$ cat src/rtl/pipe_skid_reg.sv
// pipe_skid_reg: register slice with a valid/ready handshake on both sides.
// It holds up to two words: a main register that drives the output and a
// skid register that catches the one word accepted while the downstream
// stage stalls. All outputs come straight from flops, so no input reaches
// an output combinationally. Latency is one cycle and a full-rate stream
// passes through with no bubbles.
module pipe_skid_reg #(
    parameter int               WIDTH     = 8,
    parameter logic [WIDTH-1:0] RESET_VAL = '0
) (
    input  logic             CLK,
    input  logic             reset,
    input  logic             flush,
    input  logic             in_valid,
    output logic             in_ready,
    input  logic [WIDTH-1:0] in_data,
    output logic             out_valid,
    input  logic             out_ready,
    output logic [WIDTH-1:0] out_data,
    output logic [1:0]       count
);

    // Occupancy state. ONE means only the main register is live, and FULL
    // means the skid register holds the younger word as well.
    typedef enum logic [1:0] {
        EMPTY = 2'd0,
        ONE   = 2'd1,
        FULL  = 2'd2
    } state_e;

    state_e             state_q, state_d;
    logic [WIDTH-1:0]   main_q,  main_d;
    logic [WIDTH-1:0]   skid_q,  skid_d;
    logic               out_valid_q, out_valid_d;
    logic               in_ready_q,  in_ready_d;
    logic [1:0]         count_q,     count_d;

    logic               accept;
    logic               emit;

    // Handshakes, both judged from the registered flags this slice drives.
    assign accept = in_valid  & in_ready_q;
    assign emit   = out_valid_q & out_ready;

    // Next-state, datapath and registered-output decode.
    always_comb begin
        // NOTE: every variable gets a default first, so no path through the
        // case below can leave one unassigned and infer a latch.
        state_d = state_q;
        main_d  = main_q;
        skid_d  = skid_q;

        unique case (state_q)
            EMPTY: begin
                if (accept) begin
                    state_d = ONE;
                    main_d  = in_data;
                end
            end
            ONE: begin
                if (accept && emit) begin
                    // The word being emitted leaves, so the new one goes
                    // straight into the main register.
                    main_d = in_data;
                end else if (accept) begin
                    state_d = FULL;
                    skid_d  = in_data;
                end else if (emit) begin
                    state_d = EMPTY;
                end
            end
            FULL: begin
                // in_ready is low here, so only the emit side can move.
                if (emit) begin
                    state_d = ONE;
                    main_d  = skid_q;
                end
            end
            default: begin
                // Unused encoding: recover to a clean empty slice.
                state_d = EMPTY;
                main_d  = RESET_VAL;
                skid_d  = RESET_VAL;
            end
        endcase

        // Flush drops everything held and anything offered this cycle.
        if (flush) begin
            state_d = EMPTY;
            main_d  = RESET_VAL;
            skid_d  = RESET_VAL;
        end

        // Output flags are decoded from the next state so they can be
        // registered and the ports stay flop-driven.
        out_valid_d = (state_d != EMPTY);
        in_ready_d  = (state_d != FULL);
        unique case (state_d)
            ONE:     count_d = 2'd1;
            FULL:    count_d = 2'd2;
            default: count_d = 2'd0;
        endcase
    end

    // State, data and output-flag registers with synchronous reset.
    always_ff @(posedge CLK) begin
        // NOTE: sequential state uses non-blocking assignments so every flop
        // samples the pre-edge values regardless of statement order.
        if (reset) begin
            state_q     <= EMPTY;
            // NOTE: the data registers are reset on purpose: the idle output
            // must read RESET_VAL, so they are not left uninitialised.
            main_q      <= RESET_VAL;
            skid_q      <= RESET_VAL;
            out_valid_q <= 1'b0;
            in_ready_q  <= 1'b1;
            count_q     <= 2'd0;
        end else begin
            state_q     <= state_d;
            main_q      <= main_d;
            skid_q      <= skid_d;
            out_valid_q <= out_valid_d;
            in_ready_q  <= in_ready_d;
            count_q     <= count_d;
        end
    end

    assign out_valid = out_valid_q;
    assign in_ready  = in_ready_q;
    assign count     = count_q;
    assign out_data  = main_q;

endmodule

$ cat config.mk
export PLATFORM = sky130hd
export DESIGN_NAME = pipe_skid_reg
export DESIGN_NICKNAME = d
export VERILOG_FILES = /design/src/rtl/pipe_skid_reg.sv
export SDC_FILE = /design/constraint.sdc
export NUM_CORES = 1
export LEC_CHECK = 0
export CAP_MARGIN = 20
export CELL_PAD_IN_SITES_DETAIL_PLACEMENT = 1
export CELL_PAD_IN_SITES_GLOBAL_PLACEMENT = 1
export CORE_MARGIN = 4
export CORE_UTILIZATION = 39
export CTS_BUF_LIST = sky130_fd_sc_hd__clkbuf_16
export DETAILED_ROUTE_END_ITERATION = 12
export GPL_ROUTABILITY_DRIVEN = 0
export GPL_TIMING_DRIVEN = 0
export PLACE_DENSITY_LB_ADDON = 0.25
export SYNTH_ARGS = -nofsm -noshare
export SYNTH_HDL_FRONTEND = slang
export SYNTH_SLANG_ARGS = --single-unit
$ cat constraint.sdc
create_clock -name CLK -period 3 [get_ports CLK]
set_input_delay 0.3 -clock CLK [delete_from_list [all_inputs] [get_ports CLK]]
set_output_delay 0.3 -clock CLK [all_outputs]
set_load 0.03 [all_outputs]
==> flow_summary.ini <==
[routing]
drtAntennaViolNets = 0
wl_per_cell_microns = 16.3
drc = 0
routed_wl_microns = 3150
vias_per_cell = 5.61
num_vias = 1082
drt_iter0_drc = 13
drt-pass1-iter-count = 4

[timing]
fmax_mhz = 603
grt_setup_unrepaired = false
clock_skew_ns = 0.00359
max-slew-margin-rel = 0.658
fin_crit_ns = 1.66
post-route-period-util = 0.553
worst_slew_pin_slew_ns = 0.513
hold_violations = 0
setup_tns_ns = 0
setup_viol = 0
whs_ns = 0.458
finalMaxSlewViolations = 0
finalWorstSetupSlack_ns = 1.34

[worst_hold_path]
hold_class = reg2reg

[logic_synthesis]
synth_edf_count = 0
synthMuxAreaShare = 0.0690
synth_compound_area_frac = 0.188
yosysWarnings = 0
synth-simple-area-share = 0.311
syn_avg_cell_area_sq_um = 8.59
yosysMostFrequentCell = dfxtp_1
yosysUniqueCellTypes = 27
synth_nets = 148
yosysSeqAreaShare = 0.380
synthCells = 135
syn-cell-area_sq_um = 1160
synth_top_cell_area_share = 0.380
ys_ff_latch = 22
synthArstFlopShare = 0
synth_common_cells = 22 x dfxtp_1, 16 x nor2b_1, 12 x o21ai_0
synth_top_family_by_area = simple AND/OR/NAND/NOR gates
synth.area.top_cells = dfxtp_1 38%, nor2b_1 8.6%, mux2i_1 6.9%
synth-xor-area-share = 0.00755
synth_top_cell_by_area = dfxtp_1
synth_ff_type = dfxtp_1
synth_fa_ha_area_frac = 0

[setup_path]
required_ns = 2.70
end_kind = output port
path_buf_inv = 1
crit_path_start_kind = flop
path_delay_family = buffers and inverters
arrival_ns = 1.36
worstSetupPathType = reg2out
worstPathMaxFanout = 4
crit_chain = clkdlybuf4s50_1
critical-path-max-stage-delay_ns = 0.70
slowest_stage = clkdlybuf4s50_1

[clocking]
cts_setup_buffers = 0
max-clock-path-buffers = 2
cts_tree = yes
cts_max_level = 1
clkSinkCount = 22
cts_resized = 0
clock_latency_ns = 0.25
cts_buffers = 3
root_buffer = clkbuf_16
postCtsHoldBufs = 0
clk_pin_slew_ns = 0.06

[final_layout]
final_util = 0.540
layout-drive-gt1-share = 0.0741
nets = 177
area_growth_pct = 30.5
antennaDiodeCount = 0
post-route-cell-area_sq_um = 1510

[global_routing]
first_global_vias = 1177
grt_usage = 0.164
grt_overflow = 0
grt_pass1_wl_microns = 5160
antenna_found_initial = 0
grt_max_degree = 12

[floorplanning]
die_w_microns = 62.5
start_util = 0.413
core_sq_um = 2810
ios = 25
rows = 19
die_area_sq_um = 3910
fp.dieH_microns = 62.5

[run_status]
status = completed

[power_and_ir_drop]
p_sw_uw = 158
irDropWorstVdd_v = 0.000240
seq_power_share = 0.447
pwr-share-comb = 0.147
powerDensity_nw_per_um2 = 450
intPower_uw = 524
clock_power_share = 0.406
power_leakage_uw = 0.000578
swShare = 0.232

[placement]
dpl_worst_slack_ns = 1.25
dp_hpwl_microns = 2330
port_buffers = 24
place_area_sq_um = 1440

[job]
cap_violations = 0
==> sequential cells by signal (all words and copies together) (netlist names) <==
register and count:
count 2, out_data 8, skid_q 8, out_valid 1, state_q 2, in_ready 1
==> cells by family after synthesis <==
family                    after synthesis
buffers and inverters                  10
xor gates and xnor gates                1
and+or+nand+nor                        60
muxes                                   8
DFF                                    22
AOI/OAI and AO/OA                      34
==> final timing paths <==
path / startpoint / end / slack, ns / depth (start not counted)
max: out_valid / out_valid / 1.34 / 1
max reg2reg: state_q[0] / skid_q[3] / 1.61 / 4
min: out_data[0] / out_data[0] / 0.46 / 2
min reg2reg: out_data[0] / out_data[0] / 0.46 / 2
==> routing by layer <==
metal | vias up | part of all wire | global-route usage
li1 | 527 | - | -
met5 | - | 0 | 0
met3 | 8 | 0.032 | 0.0252
met2 | 24 | 0.52 | 0.296
met4 | 0 | 0.014 | 0.0771
met1 | 523 | 0.44 | 0.188
==> layout by cell type (no fill, tap or decap), types with 4 or more instances in the layout <==
master,instances
nand2_1,10
dfxtp_1,22
mux2i_1,8
and3b_1,9
o21ai_1,4
nand3_1,8
o21ai_0,12
a31oi_1,8
nor2b_1,16
clkbuf_1,4
a21oi_1,5
nand2b_1,9
clkdlybuf4s50_1,24
==> power groups by stage <==
stage | Combinational [uW] | Sequential [uW] | Clock (uW)
after detailed placement | 100 | 311 | 0
final | 100 | 305 | 277
after global routing | 108 | 306 | 294
after floorplan | 47.2 | 322 | 0
after CTS | 101 | 305 | 283
after global placement | 98.2 | 311 | 0
==> metrics by stage <==
stage / std cells / total power (uW)
after global placement: 190 / 409
after floorplan: 135 / 369
after detailed placement: 190 / 412
after CTS: 193 / 689
after global routing: 193 / 708
final: 193 / 682
==> layout make-up <==
type / count / area (sq um)
Multi-Input combinational cell: 103 / 667
Buffer: 10 / 52.6
Sequential cell: 22 / 440
Timing Repair Buffer: 24 / 240
Tap cell: 31 / 38.8
Clock buffer: 3 / 75.1
Fill cell: 342 / 1290
Power figures use the tool's default switching activity.
